<file path="config.mk">
export PLATFORM = sky130hd
export DESIGN_NAME = cpu_host_loader
export DESIGN_NICKNAME = d
export VERILOG_FILES = /design/src/rtl/cpu_host_loader.sv
export SDC_FILE = /design/constraint.sdc
export NUM_CORES = 1
export LEC_CHECK = 0
export ABC_AREA = 1
export ABC_CLOCK_PERIOD_IN_PS = 2900
export BUFFER_PORTS_ARGS = -buffer_cell sky130_fd_sc_hd__buf_2
export CAP_MARGIN = 20
export CORE_MARGIN = 5
export CORE_UTILIZATION = 50
export DETAILED_ROUTE_END_ITERATION = 8
export PLACE_DENSITY = 0.73
export SYNTH_ARGS = -nofsm -noshare
export SYNTH_HDL_FRONTEND = slang
export SYNTH_SLANG_ARGS = --single-unit
</file>
<file path="constraint.sdc">
create_clock -name clk -period 2.9 [get_ports clk]
set_input_delay 0.435 -clock clk [delete_from_list [all_inputs] [get_ports clk]]
set_output_delay 0.435 -clock clk [all_outputs]
set_load 0.01 [all_outputs]
</file>
<file path="src/rtl/cpu_host_loader.sv">
// Host-side loader: turns a byte-serial command stream into word accesses on the
// cpu IMEM/DMEM external ports, streams read data back, and owns cpu_enable.
module cpu_host_loader #(
    parameter int READ_LAT = 1,
    parameter int ADDR_W   = 32
) (
    input  logic              clk,
    input  logic              arst_n,
    input  logic [7:0]        rx_data,
    input  logic              rx_valid,
    output logic              rx_ready,
    output logic [7:0]        tx_data,
    output logic              tx_valid,
    input  logic              tx_ready,
    output logic              cpu_enable,
    output logic [ADDR_W-1:0] addr_ext,
    output logic              wen_ext,
    output logic              ren_ext,
    output logic [31:0]       wdata_ext,
    input  logic [31:0]       rdata_ext,
    output logic [ADDR_W-1:0] addr_ext_2,
    output logic              wen_ext_2,
    output logic              ren_ext_2,
    output logic [31:0]       wdata_ext_2,
    input  logic [31:0]       rdata_ext_2,
    output logic              busy,
    output logic              cmd_err
);

    typedef enum logic [2:0] {
        S_IDLE, S_ADDR, S_DATA, S_WRITE, S_READ, S_WAIT, S_SEND
    } state_t;

    localparam logic [7:0] CMD_WR_IMEM = 8'h01;
    localparam logic [7:0] CMD_RD_IMEM = 8'h02;
    localparam logic [7:0] CMD_WR_DMEM = 8'h03;
    localparam logic [7:0] CMD_RD_DMEM = 8'h04;
    localparam logic [7:0] CMD_START   = 8'h05;
    localparam logic [7:0] CMD_STOP    = 8'h06;
    localparam logic [1:0] LAT_LAST    = 2'(READ_LAT - 1);

    state_t      state_q, state_d;
    logic [1:0]  cnt_q, cnt_d;
    logic        sel_dmem_q, sel_dmem_d;
    logic        is_write_q, is_write_d;
    logic        cpu_enable_q, cpu_enable_d;
    logic [31:0] addr_q, addr_d, addr_2_q, addr_2_d;
    logic [31:0] wdata_q, wdata_d, wdata_2_q, wdata_2_d;
    logic [31:0] rdata_q, rdata_d;
    logic        wen_q, wen_d, ren_q, ren_d;
    logic        wen_2_q, wen_2_d, ren_2_q, ren_2_d;
    logic        cmd_err_q, cmd_err_d;
    logic        accepting, rx_fire, tx_fire;

    // Gated with arst_n so the block never appears ready while held in reset.
    assign accepting = (state_q == S_IDLE) || (state_q == S_ADDR) || (state_q == S_DATA);
    assign rx_ready  = arst_n && accepting;
    assign rx_fire   = rx_valid && rx_ready;
    assign tx_valid  = (state_q == S_SEND);
    assign tx_fire   = tx_valid && tx_ready;
    assign tx_data   = rdata_q[8*cnt_q +: 8];
    assign busy      = (state_q != S_IDLE);

    assign cpu_enable  = cpu_enable_q;
    assign addr_ext    = addr_q[ADDR_W-1:0];
    assign addr_ext_2  = addr_2_q[ADDR_W-1:0];
    assign wdata_ext   = wdata_q;
    assign wdata_ext_2 = wdata_2_q;
    assign wen_ext     = wen_q;
    assign ren_ext     = ren_q;
    assign wen_ext_2   = wen_2_q;
    assign ren_ext_2   = ren_2_q;
    assign cmd_err     = cmd_err_q;

    always_comb begin
        // NOTE: every _d gets a default first, so no path through the case infers a latch.
        state_d      = state_q;
        cnt_d        = cnt_q;
        sel_dmem_d   = sel_dmem_q;
        is_write_d   = is_write_q;
        cpu_enable_d = cpu_enable_q;
        addr_d       = addr_q;
        addr_2_d     = addr_2_q;
        wdata_d      = wdata_q;
        wdata_2_d    = wdata_2_q;
        rdata_d      = rdata_q;
        wen_d        = 1'b0;
        ren_d        = 1'b0;
        wen_2_d      = 1'b0;
        ren_2_d      = 1'b0;
        cmd_err_d    = 1'b0;

        unique case (state_q)
            S_IDLE: begin
                cnt_d = 2'd0;
                if (rx_fire) begin
                    unique case (rx_data)
                        CMD_WR_IMEM: begin state_d = S_ADDR; sel_dmem_d = 1'b0; is_write_d = 1'b1; end
                        CMD_RD_IMEM: begin state_d = S_ADDR; sel_dmem_d = 1'b0; is_write_d = 1'b0; end
                        CMD_WR_DMEM: begin state_d = S_ADDR; sel_dmem_d = 1'b1; is_write_d = 1'b1; end
                        CMD_RD_DMEM: begin state_d = S_ADDR; sel_dmem_d = 1'b1; is_write_d = 1'b0; end
                        CMD_START:   cpu_enable_d = 1'b1;
                        CMD_STOP:    cpu_enable_d = 1'b0;
                        default:     cmd_err_d = 1'b1;
                    endcase
                end
            end
            S_ADDR: begin
                if (rx_fire) begin
                    if (sel_dmem_q) addr_2_d[8*cnt_q +: 8] = rx_data;
                    else            addr_d[8*cnt_q +: 8]   = rx_data;
                    cnt_d = cnt_q + 2'd1;
                    if (cnt_q == 2'd3) begin
                        cnt_d = 2'd0;
                        if (is_write_q) begin
                            state_d = S_DATA;
                        end else if (cpu_enable_q) begin
                            // Reads are refused while the cpu owns the memories: no access, no response.
                            state_d   = S_IDLE;
                            cmd_err_d = 1'b1;
                        end else begin
                            state_d = S_READ;
                            ren_d   = !sel_dmem_q;
                            ren_2_d = sel_dmem_q;
                        end
                    end
                end
            end
            S_DATA: begin
                if (rx_fire) begin
                    if (sel_dmem_q) wdata_2_d[8*cnt_q +: 8] = rx_data;
                    else            wdata_d[8*cnt_q +: 8]   = rx_data;
                    cnt_d = cnt_q + 2'd1;
                    if (cnt_q == 2'd3) begin
                        cnt_d   = 2'd0;
                        state_d = S_WRITE;
                        if (cpu_enable_q) begin
                            cmd_err_d = 1'b1;
                        end else begin
                            wen_d   = !sel_dmem_q;
                            wen_2_d = sel_dmem_q;
                        end
                    end
                end
            end
            S_WRITE: state_d = S_IDLE;
            S_READ: begin
                state_d = S_WAIT;
                cnt_d   = 2'd0;
            end
            S_WAIT: begin
                // cnt_q counts WAIT cycles; the word is captured on the edge closing cycle T+READ_LAT.
                if (cnt_q == LAT_LAST) begin
                    rdata_d = sel_dmem_q ? rdata_ext_2 : rdata_ext;
                    cnt_d   = 2'd0;
                    state_d = S_SEND;
                end else begin
                    cnt_d = cnt_q + 2'd1;
                end
            end
            S_SEND: begin
                if (tx_fire) begin
                    cnt_d = cnt_q + 2'd1;
                    if (cnt_q == 2'd3) state_d = S_IDLE;
                end
            end
            default: state_d = S_IDLE;
        endcase
    end

    always_ff @(posedge clk or negedge arst_n) begin
        if (!arst_n) begin
            state_q      <= S_IDLE;
            cnt_q        <= 2'd0;
            sel_dmem_q   <= 1'b0;
            is_write_q   <= 1'b0;
            cpu_enable_q <= 1'b0;
            addr_q       <= '0;
            addr_2_q     <= '0;
            wdata_q      <= '0;
            wdata_2_q    <= '0;
            rdata_q      <= '0;
            wen_q        <= 1'b0;
            ren_q        <= 1'b0;
            wen_2_q      <= 1'b0;
            ren_2_q      <= 1'b0;
            cmd_err_q    <= 1'b0;
        end else begin
            // NOTE: non-blocking assignments so every flop samples the pre-edge value of its peers.
            state_q      <= state_d;
            cnt_q        <= cnt_d;
            sel_dmem_q   <= sel_dmem_d;
            is_write_q   <= is_write_d;
            cpu_enable_q <= cpu_enable_d;
            addr_q       <= addr_d;
            addr_2_q     <= addr_2_d;
            wdata_q      <= wdata_d;
            wdata_2_q    <= wdata_2_d;
            rdata_q      <= rdata_d;
            wen_q        <= wen_d;
            ren_q        <= ren_d;
            wen_2_q      <= wen_2_d;
            ren_2_q      <= ren_2_d;
            cmd_err_q    <= cmd_err_d;
        end
    end

endmodule

</file>
==> summary.md, run 1 <==
| Metric | Value |
|---|---|
| CTS Hold Bufs | `0` |
| Post-CTS resize count | `0` |
| Core footprint | `0.0164 sq mm` |
| Vias per cell | `5.36` |
| # DRC | `0` |
| Syn avg cell area | `8.49 sq um` |
| Reg power frac | `0.381` |
| Post-route setup slack | `435 ps` |
| Post-DRT Antenna Nets | `0` |
| Via count | `7545` |
| Max Cap Violations | `0` |
| CP Cell Sequence | `buf_4, clkinv_1, ha_1, clkinv_1, nand3_1, nor2_1, nand2_1, nand2_1` |
| Worst setup EP type | `flop` |
| Synth unique cells | `32` |
| Fin util | `0.613` |
| Layout cell share with drive strength beyond 1 | `0.254` |
| Register-to-Register Path Depth | `8` |
| Power per Cell Area | `792 mW/mm^2` |
| RSZ-0062 raised after global routing | `false` |
| Area grow syn2layout | `21.3%` |
| Post-layout power | `7970 uW` |
| CTS tree | `yes` |
| Chip width | `139 um` |
| Row cnt | `47` |
| Most common cell after layout, fill and taps aside | `nand2_1` |
| Die Ht | `139 um` |
| Port Buf Inserts | `220` |
| Crit path DAT | `2780 ps` |
| Final worst-path cycle share | `0.850` |
| CP max stage cell | `ha_1` |
| Leak pwr | `0.00549 uW` |
| Initial antenna violation count | `1` |
| # IOs | `221` |
| Clock Latency Late Sink | `430 ps` |
| Cells after Synth | `977` |
| Worst Path Max Fanout | `12` |
| Startpoint class of the critical path | `flop` |
| Post-Syn Nets | `1059` |
| Max-slew headroom | `0.392` |
| R2r setup slk | `430 ps` |
| Setup CP Type | `reg -> reg` |
| Die ar. | `0.0193 sq mm` |
| Final Skew | `7.44 ps` |
| First-pass GRT wire length | `39300 um` |
| Detailed placer's ending HPWL | `16900 um` |
| Post-DP Area | `0.00946 sq mm` |
| Synth warn | `0` |
| CTS Sinks | `173` |
| Final min period | `2470 ps` |
| Comb power frac | `0.326` |
| Async set or reset register ratio after synthesis | `1.00` |
| Reg2reg end | `wdata_ext_2[5]` |
| Final max-slew violation count | `0` |
| GP Congestion | `0.843` |
| Largest net degree at the start of global routing | `174` |
| Final hold vios | `0` |
| Clock edge transition at the registers on the reported setup and hold paths | `70 ps` |
| Clock tree root driver cell | `clkbuf_16` |
| Final WL | `24200 um` |
| Synthesized area | `0.00830 sq mm` |
| Max frequency | `406 MHz` |
| Ant. Diodes | `0` |
| Initial core utilization | `0.506` |
| Design Area, Final | `0.0101 sq mm` |
| HP Class | `in -> async` |
| Final setup fails | `0` |
| Max rail drop VDD | `0.628 mV` |
| Iter 0 DRT Violations | `566` |
| Sequential area share after synthesis | `0.522` |
| Postcts setup bufs | `0` |
| FF-to-FF Start | `cnt_q[1]` |
| Ys flop type | `dfrtp_1` |
| Internal power | `4850 uW` |
| Leading cell types in the layout, fill and taps excluded | `nand2_1 (293), buf_2 (219), dfrtp_1 (173), nor2_1 (121), o21ai_1 (111)` |
| Status | `finished clean` |
| Clock buffer depth | `2` |
| DP Worst Slack | `469 ps` |
| Worst Tran Pin Value | `911 ps` |
| Number of synthesized flops with an enable pin | `0` |
| TNS Setup | `0 ps` |
| Drt first pass iters | `6` |
| FF+latch count, synth | `173` |
| Inserted Clock Buffers | `17` |
| Routed length per instance | `17.2 um` |
| CP max stage delay | `580 ps` |
| Switching Power | `3120 uW` |
| Grt total ovfl | `0` |
| Vias in the first global route | `7327` |
| Total GRT Usage | `0.253` |
| Clock Power Share | `0.293` |
| Sw frac | `0.391` |
| H-tree Lvls | `4` |
| WP data required | `3210 ps` |
| Fin nets | `1256` |
-- cell families (layout without fill, tap and decap cells) --
group | Yosys count | count (layout) | share of synthesized area
buffers and inverters | 86 | 296 | 0.0549
adder cells (fa/ha/maj) | 6 | 6 | 0.00905
flip-flops | 173 | 173 | 0.522
AO/OA/AOI/OAI | 232 | 232 | 0.159
AND/OR/NAND/NOR | 480 | 480 | 0.255
-- sequential cells by signal, summed over array words and instances (netlist names) --
register / flops
ren_ext: 1
addr_ext_2: 32
wdata_ext: 32
addr_ext: 32
cmd_err: 1
rdata_q: 32
state_q: 3
wen_ext_2: 1
wen_ext: 1
sel_dmem_q: 1
cnt_q: 2
cpu_enable: 1
ren_ext_2: 1
wdata_ext_2: 32
is_write_q: 1
-- power by group through the flow --
stage / combinational (uW) / sequential, uW / clock (uW)
2_1_floorplan: 1830 / 3010 / 0
3_3_place_gp: 2570 / 3080 / 0
3_5_place_dp: 2590 / 3080 / 0
4_1_cts: 2600 / 3040 / 2370
5_1_grt: 2900 / 3080 / 2480
6_report: 2600 / 3040 / 2340
-- worst max-delay path by stage --
stage / start / end / slack [ps] / cells past startpoint
after global routing: cnt_q[1] / wdata_ext_2[5] / 140 / 8
after CTS: cnt_q[1] / wdata_ext_2[5] / 470 / 8
after global placement: cnt_q[1] / wdata_ext[2] / 570 / 8
after floorplan: cnt_q[0] / addr_ext[0] / 770 / 8
after detailed placement: cnt_q[1] / wdata_ext_2[5] / 470 / 8
final: cnt_q[1] / wdata_ext_2[5] / 430 / 8
-- cells in the mapped netlist, drive strengths merged (6+ instances only) --
cell type  instances  area, sq um
dfrtp            173         4330
buf               27          218
o41ai             32          280
nor3              12         60.1
ha                 6         75.1
nand2            298         1190
inv               26         97.6
nor2             140          694
nand3             23          115
clkbuf            26          101
clkinv             7         38.8
o22ai              9         56.3
o21ai            184          947
-- metal layers --
layer | vias up | share of wire | GRT usage
li1 | 3658 | - | -
met1 | 3486 | 0.41 | 0.334
met2 | 348 | 0.47 | 0.399
met3 | 51 | 0.089 | 0.0755
met4 | 2 | 0.027 | 0.0922
met5 | - | 0.00054 | 0
-- stage by stage --
step / instances / hold slack (ps)
6_report: 1407 / 223
5_1_grt: 1407 / 297
4_1_cts: 1407 / 283
3_5_place_dp: 1375 / 464
3_3_place_gp: 1375 / 458
2_1_floorplan: 977 / 139
-- area by class of cell --
type	instances	area [sq um]
clock inverter	10	129
sequential	173	4330
timing repair buffer	231	1200
fill	1465	6340
multi-input combinational	718	3520
tap	220	275
inverter	33	136
clock buffer	22	474
-- worst max-delay path: cells and delay by family (launching register included) --
kind,cells,cell delay [ps]
adder cells (fa/ha/maj),1,580
AND/OR/NAND/NOR,4,730
flip-flops,1,320
buffers and inverters,3,720
Power figures use the tool's default switching activity.
==> run 2, diff against run 1 <==
--- a/config.mk
+++ b/config.mk
@@ -13,6 +13,7 @@
 export CORE_UTILIZATION = 50
 export DETAILED_ROUTE_END_ITERATION = 8
 export PLACE_DENSITY = 0.73
+export REMOVE_ABC_BUFFERS = 1
 export SYNTH_ARGS = -nofsm -noshare
 export SYNTH_HDL_FRONTEND = slang
 export SYNTH_SLANG_ARGS = --single-unit
==> run 2 against run 1 <==
- critical path depth decreased by 1
- first-iteration DRC count decreased by 7.2%
- clock-buffer cell count decreased by 5
- non-clock buffer count increased by 1
- clock power increased by 2%
- setup slack improved by 11 ps
- cell count increased by 0.21%
- sequential power about the same
- clock skew increased by 5.6 ps
- flip-flop and latch count unchanged
- hold slack got worse by 18 ps
- via count increased by 0.66%
- largest power group unchanged
==> summary.md, run 2 (same netlist as run 1, synthesis figures left out) <==
| Metric | Value |
|---|---|
| # DRC | `0 (unchanged)` |
| Final Skew | `13.0 ps (was 7.44 ps)` |
| Post-DRT Antenna Nets | `0 (unchanged)` |
| WHS | `205 ps (was 223 ps)` |
| Drt first pass iters | `7 (was 6)` |
| Post-layout power | `8010 uW (was 7970 uW)` |
| Worst Tran Pin Value | `940 ps (was 911 ps)` |
| TNS Setup | `0 ps (unchanged)` |
| Initial antenna violation count | `1 (unchanged)` |
| Total GRT Usage | `0.251 (was 0.253)` |
| Final setup fails | `0 (unchanged)` |
| CTS Sinks | `173 (unchanged)` |
| # IOs | `221 (unchanged)` |
| Crit path DAT | `2780 ps (about the same)` |
| Max Cap Violations | `0 (unchanged)` |
| Max rail drop VDD | `0.470 mV (was 0.628 mV)` |
| Area grow syn2layout | `21.5% (was 21.3%)` |
| Startpoint class of the critical path | `flop (unchanged)` |
| CTS Hold Bufs | `0 (unchanged)` |
| Max frequency | `407 MHz (was 406 MHz)` |
| Fin nets | `1257 (was 1256)` |
| Routed length per instance | `17.0 um (was 17.2 um)` |
| Grt total ovfl | `0 (unchanged)` |
| Filler cells | `1465 (unchanged)` |
| RSZ-0062 raised after global routing | `false (unchanged)` |
| H-tree Lvls | `4 (unchanged)` |
| Worst Path Max Fanout | `11 (was 12)` |
| Inserted Clock Buffers | `17 (unchanged)` |
| Final hold vios | `0 (unchanged)` |
| Max-slew headroom | `0.373 (was 0.392)` |
| Final worst-path cycle share | `0.846 (was 0.850)` |
| Chip width | `139 um (unchanged)` |
| Layout cell share with drive strength beyond 1 | `0.256 (was 0.254)` |
| Core footprint | `0.0164 sq mm (unchanged)` |
| Postcts setup bufs | `0 (unchanged)` |
| Post-route setup slack | `446 ps (was 435 ps)` |
| Initial core utilization | `0.506 (unchanged)` |
| Iter 0 DRT Violations | `525 (was 566)` |
| Clock tree root driver cell | `clkbuf_16 (unchanged)` |
| Detailed placer's ending HPWL | `16300 um (was 16900 um)` |
| First-pass GRT wire length | `39600 um (was 39300 um)` |
| Clock edge transition at the registers on the reported setup and hold paths | `70 ps (about the same)` |
| WP data required | `3220 ps (was 3210 ps)` |
| CTS tree | `yes (unchanged)` |
| Leak pwr | `0.00551 uW (was 0.00549 uW)` |
| Die ar. | `0.0193 sq mm (unchanged)` |
| Port Buf Inserts | `220 (unchanged)` |
| Row cnt | `47 (unchanged)` |
| Most common cell after layout, fill and taps aside | `nand2_1 (unchanged)` |
| Clock buffer depth | `2 (unchanged)` |
| GP Congestion | `0.820 (was 0.843)` |
| DP Worst Slack | `496 ps (was 469 ps)` |
| Post-CTS resize count | `0 (unchanged)` |
| Via count | `7595 (was 7545)` |
| Clock Latency Late Sink | `440 ps (was 430 ps)` |
| Final min period | `2450 ps (was 2470 ps)` |
| Final max-slew violation count | `0 (unchanged)` |
| Setup CP Type | `reg -> reg (unchanged)` |
| Worst setup EP type | `flop (unchanged)` |
| Largest net degree at the start of global routing | `174 (unchanged)` |
| Die Ht | `139 um (unchanged)` |
| Leading cell types in the layout, fill and taps excluded | `nand2_1 (293), buf_2 (219), dfrtp_1 (173), nor2_1 (121), o21ai_1 (111) (unchanged)` |
| Power per Cell Area | `794 mW/mm^2 (was 792 mW/mm^2)` |
| Vias per cell | `5.39 (was 5.36)` |
| Vias in the first global route | `7581 (was 7327)` |
| Status | `finished clean (unchanged)` |
| HP Class | `in -> async (unchanged)` |
| Final WL | `23900 um (was 24200 um)` |
==> run 2: cell count changes in the layout (fill, tap and decap cells not counted) <==
cell,before,now
clkbuf_8,3,0
clkinv_2,0,3
clkbuf_1,2,0
clkinv_4,2,4
clkinvlp_4,3,1
diode_2,0,2
buf_4,10,11
bufinv_16,2,3
inv_6,2,3
==> run 2: worst max-delay path, cell delays in order, from the launching register on <==
cell and delay, ps:
dfrtp_1 540, clkinv_1 240, ha_1 550, clkinv_1 310
nand3_1 390, nor2_1 150, nand2_1 110, nand2_1 60
==> run 2: area by class of cell <==
| class | count | area (sq um) | share of cell area |
|---|---|---|---|
| clock inverters | 15 | 185 | 0.0184 |
| diodes | 2 | 5.00 | 0.000496 |
| well taps | 220 | 275 | 0.0273 |
| flip-flops and latches | 173 | 4330 | 0.429 |
| repair buffers | 232 | 1210 | 0.120 |
| multi-input cells | 718 | 3520 | 0.349 |
| inverters | 33 | 136 | 0.0135 |
| clock buffers | 17 | 425 | 0.0422 |
==> run 2: path summary, 6_finish.rpt <==
kind / start / to / slack, ps / cells past startpoint
setup / recovery: cnt_q[0] / addr_ext[5] / 450 / 7
hold / removal: arst_n / rdata_q[28] / 200 / 2
setup reg to reg: cnt_q[0] / addr_ext[5] / 450 / 7
hold reg to reg: wdata_ext[24] / wdata_ext[24] / 480 / 2
max in group asynchronous: arst_n / wdata_ext_2[14] / 1980 / 2
min in group clk: rdata_ext[5] / rdata_q[5] / 290 / 3
==> run 2: power by group <==
| part | switching [uW] | leakage (uW) | internal (uW) |
|---|---|---|---|
| sequential | 258 | 0.00224 | 2760 |
| clock | 1010 | 0.000300 | 1370 |
| combinational | 1870 | 0.00296 | 740 |
==> run 2: routing by layer <==
metal	up-vias	GRT usage	part of all wire
met5	-	0	0.00054
met4	2	0.0680	0.015
met3	31	0.0728	0.087
met2	309	0.409	0.48
met1	3593	0.330	0.42
li1	3660	-	-
==> run 2: metrics by stage <==
stage	instance area [sq um]	util	std cells
4_1_cts	10100	0.614	1408
2_1_floorplan	7980	-	924
3_5_place_dp	9470	0.577	1376
3_3_place_gp	9470	0.577	1376
6_report	10100	0.615	1410
5_1_grt	10100	0.614	1408
